File: config.mk
export PLATFORM = sky130hd
export DESIGN_NAME = alu_z_stage
export DESIGN_NICKNAME = d
export VERILOG_FILES = /design/src/rtl/alu_z_stage.sv
export SDC_FILE = /design/constraint.sdc
export NUM_CORES = 1
export LEC_CHECK = 0
export CORE_MARGIN = 5
export CORE_UTILIZATION = 42
export CTS_CLUSTER_DIAMETER = 30
export DETAILED_ROUTE_END_ITERATION = 10
export PLACE_DENSITY = 0.84
export SKIP_LAST_GASP = 1
export SYNTH_ARGS = -nofsm -noshare
export SYNTH_HDL_FRONTEND = slang
export SYNTH_SLANG_ARGS = --single-unit
File: constraint.sdc
create_clock -name clock -period 3.15 [get_ports clock]
set_input_delay 0.315 -clock clock [delete_from_list [all_inputs] [get_ports clock]]
set_output_delay 0.315 -clock clock [all_outputs]
set_load 0.005 [all_outputs]
File: src/rtl/alu_z_stage.sv
// Operand/result stage around the combinational ALU: holds operands for a
// settle window, then captures the ALU result into the Zlo/Zhi pair.
module alu_z_stage #(
  parameter int unsigned SETTLE_CYCLES = 2,
  parameter bit          MASK_SHAMT    = 1'b1
) (
  input  logic        clock,
  input  logic        clear,
  input  logic        start,
  input  logic [4:0]  op_in,
  input  logic        shift_op,
  input  logic        wide_op,
  input  logic [31:0] a_in,
  input  logic [31:0] b_in,
  output logic [31:0] alu_a,
  output logic [31:0] alu_b,
  output logic [4:0]  alu_op,
  input  logic [31:0] alu_rz_lo,
  input  logic [31:0] alu_rz_hi,
  output logic [31:0] zlo_out,
  output logic [31:0] zhi_out,
  output logic        busy,
  output logic        done
);

  // state | meaning
  // IDLE  | waiting for start, operands and Z hold
  // EXEC  | operands driven to the ALU, settle counter running
  // DONE  | Z just captured; a new start is accepted here
  typedef enum logic [1:0] {
    IDLE = 2'd0,
    EXEC = 2'd1,
    DONE = 2'd2
  } state_t;

  localparam logic [3:0] CNT_INIT = 4'(SETTLE_CYCLES - 1);

  state_t     state;
  state_t     state_nxt;
  logic [3:0] cnt;
  logic       wide_q;
  logic       accept;

  always_comb begin
    state_nxt = state;
    accept    = 1'b0;
    case (state)
      IDLE, DONE: begin
        if (start) begin
          accept    = 1'b1;
          state_nxt = EXEC;
        end else begin
          state_nxt = IDLE;
        end
      end
      EXEC: begin
        if (cnt == 4'd0) state_nxt = DONE;
      end
      default: state_nxt = IDLE;
    endcase
  end

  always_ff @(posedge clock) begin
    if (clear) begin
      state   <= IDLE;
      cnt     <= 4'd0;
      wide_q  <= 1'b0;
      alu_a   <= 32'h0;
      alu_b   <= 32'h0;
      alu_op  <= 5'h0;
      zlo_out <= 32'h0;
      zhi_out <= 32'h0;
    end else begin
      state <= state_nxt;
      if (accept) begin
        alu_a  <= a_in;
        alu_op <= op_in;
        // masking the count to 5 bits turns any rotate into a mod-32 rotate
        alu_b  <= (MASK_SHAMT && shift_op) ? {27'b0, b_in[4:0]} : b_in;
        wide_q <= wide_op;
        cnt    <= CNT_INIT;
      end else if (state == EXEC) begin
        if (cnt != 4'd0) begin
          cnt <= cnt - 4'd1;
        end else begin
          zlo_out <= alu_rz_lo;
          zhi_out <= wide_q ? alu_rz_hi : 32'h0;
        end
      end
    end
  end

  assign busy = (state == EXEC);
  assign done = (state == DONE);

endmodule

==> run_results.csv <==
group,metric,value,unit
clocking,cts_inserted_buffers,17,
clocking,cts.sinks,140,
final_layout,seq_area,2800,µm²
die,dieHeight,120,µm
final_layout,n_fill_cell,897,
critical_path,required,2.83,ns
synth,synth_seq_cells,140,
die,die_w,120,µm
timing,maxSlewViolCount,0,
synth,synth_fp_nets,715,
synth,synth_cell_type_count,33,
min_path,worstHoldStart,"b_in[0]",
placed_design,dp_slack,1.18,ns
critical_path,cp-end-kind,"output pin",
critical_path,crit_fanout,21,
min_path,hp-class,"input port to flop",
timing,period_share,68.9,%
timing,timing.fmax,460,MHz
die,std_cell_rows,40,
route,wl_met1,6470,µm
die,io_pins,273,
die,die_area,14400,µm²
global_routing,grt_max_degree,83,
synth,syn_avg_cell_area,8.83,µm²
route,first_iter_violations,436,
critical_path,crit_path_top_delay_cell,"clkdlybuf4s50_1",
route,drt-vias-per-instance,5.42,
global_routing,overflow,0,
global_routing,grt_pass1_vias,5340,
route,firstDrtPassIters,5,
clocking,worstSkewPairLatency,0.42,ns
route,drt-total-wl,17400,µm
power_and_ir_drop,power_density,536,nW/µm²
clocking,post_cts_resize_count,0,
timing,final.setup_skew,0.00695,ns
critical_path,rrSetupSlack,1.21,ns
clocking,cts_buffer_depth,2,
critical_path,r2r_end,"zlo_out[10]$_SDFFE_PP0P_",
placed_design,gp_congestion,0.770,
clocking,cts_hold_buf,0,
route,dr_wl_met3,1840,µm
timing,worst_slack,0.978,ns
global_routing,grt_antenna_before_repair,0,
critical_path,critPathTopFamily,"buffers and inverters",
route,top_layer,"met4",
outcome,outcome,"finished, final reports clean",
route,drt_drc_violations_left,0,
global_routing,grt_pass1_wl,27200,µm
route,vias,5269,
clocking,cts.reportedPaths.clkPinSlew,0.06,ns
timing,tns,0,ns
critical_path,r2r-start,"cnt[0]$_SDFFE_PP0P_",
min_path,hold_depth,3,
timing,slew_headroom,14.2,%
final_layout,syn_to_final_growth,64.1,%
route,avgRoutedWirePerCell,17.8,µm
clocking,htree_levels,4,
clocking,cts-root-buf,"clkbuf_16",
synth,async_flop_share,0,%
critical_path,startpoint_type,"flop",
power_and_ir_drop,vdd_ir_drop_max,0.000340,V
die,start_util,42.5,%
route,ant_nets,0,
synth,synth_edf_count,0,
global_routing,track_usage,23.7,%
final_layout,finalNetCount,954,
clocking,cts_tree,"done",
critical_path,critPathLaunch,"state[0]$_SDFFE_PP0N_",
synth,ys_seq_area_share,55.1,%
die,core,12000,µm²
synth,synthFlopType,"dfxtp_1",
min_path,hold-path-endpoint,"alu_b[0]$_SDFFE_PP0P_",
critical_path,cp_cell_sequence,"nand2b_2, inv_2, clkdlybuf4s50_1",
job,maxCapViolations,0,
timing,grt_setup_unrepaired,"false",
critical_path,max_stage_delay,0.60,ns
placed_design,port_buffers,272,
critical_path,path_buf_inv,2,
route,dr_wl_met2,8450,µm
power_and_ir_drop,p_leak,2.97,nW
clocking,cts_setup_buffers,0,
critical_path,r2r_cells,5,
timing,final.min_clock_period,2.17,ns
timing,worst_pin_slew,1.29,ns
synth,synth_cells,576,
timing,timing.final.hold_violations,0,
critical_path,arrival,1.86,ns
critical_path,path_class,"flop to output pin",
timing,holdWs,0.445,ns
synth,yosysWarnings,0,
final_layout,drive_gt1_share,5.81,%
timing,setup_violations,0,
final_layout,antenna_cells,0,
placed_design,place_hpwl,12100,µm
final_layout,multi_input_area,1990,µm²
synth,synth_area,5080,µm²
==> how the worst max path moves through the flow <==
stage                                to  slack, ns  cells after the start
3_3_place_gp     alu_b[22]$_SDFFE_PP0P_       1.28                      4
2_1_floorplan  zlo_out[16]$_SDFFE_PP0P_       1.62                      7
3_5_place_dp     alu_b[13]$_SDFFE_PP0P_       1.18                      4
4_1_cts                            busy       0.96                      3
6_report                           busy       0.98                      3
5_1_grt                            busy       0.85                      3
==> flip-flops by register name, indices dropped and copies added (netlist names) <==
register  cells
wide_q        1
cnt           4
alu_b        32
alu_op        5
zlo_out      32
alu_a        32
zhi_out      32
state         2
==> power by group <==
part	leakage (nW)	switching, W	total [W]	internal (W)
Clock	0.289	0.000707	0.00194	0.00124
Sequential	1.14	0.0000487	0.00190	0.00185
Combinational	1.54	0.000293	0.000633	0.000340
Total	2.97	0.00105	0.00447	0.00343
==> cells in the final DEF, fill, tap and decap left out, types with 8 or more instances in the layout <==
cell and instances:
a21oi_1 108, a22o_1 27, buf_4 8, clkbuf_16 17
clkdlybuf4s50_1 271, dfxtp_1 140, nand2_1 87, nand3_1 34
nand4_1 32, o21ai_0 33, o21ai_1 29
==> Yosys cell counts (2+ instances only) <==
cell type	n	area, µm²
a21oi_1	108	541
inv_1	4	15.0
nand3_1	34	170
buf_2	20	100
nand2b_1	2	12.5
a22o_1	27	236
o21ai_2	4	35.0
nand4_1	32	200
clkbuf_1	26	97.6
nand2_1	87	327
nor2b_1	2	12.5
buf_6	4	45.0
dfxtp_1	140	2800
o21ai_0	33	165
buf_4	5	37.5
o21ai_1	29	145
buf_1	3	11.3
==> stage by stage <==
| step | instance area [µm²] | util, % | instances | power [W] |
|---|---|---|---|---|
| floorplan | 5080 | - | 576 | 0.00220 |
| global placement | 7760 | 64.9 | 943 | 0.00255 |
| detailed placement | 7760 | 64.9 | 943 | 0.00256 |
| CTS | 8340 | 69.7 | 973 | 0.00450 |
| global route | 8340 | 69.7 | 973 | 0.00466 |
| finish | 8340 | 69.7 | 973 | 0.00447 |
==> layout make-up <==
type	count	area share [%]
timing repair buffer	279	33.2
sequential	140	33.6
clock buffer	23	5.85
multi-input combinational	372	23.8
clock inverter	7	1.06
tap	147	2.20
inverter	5	0.225
==> logic make-up (layout without fill, tap and decap cells) <==
logic type	count (synthesis)	count (layout)	synth area share [%]
buf+inv	64	314	6.20
fa+ha+maj	1	1	0.246
compound gates	204	204	22.5
mux	1	1	0.197
flops	140	140	55.1
simple gates	166	166	15.7
==> tightest hold or removal path, cell delays in order <==
cell and delay, ns:
clkdlybuf4s50_1 0.39, nand2_1 0.05, a21oi_1 0.05
==> layer usage <==
layer,up-vias,global-route usage [%]
li1,2514,-
met1,2459,25.6
met2,252,39.5
met3,44,10.7
met4,0,11.0
met5,-,0
(Power assumes the default switching activity.)
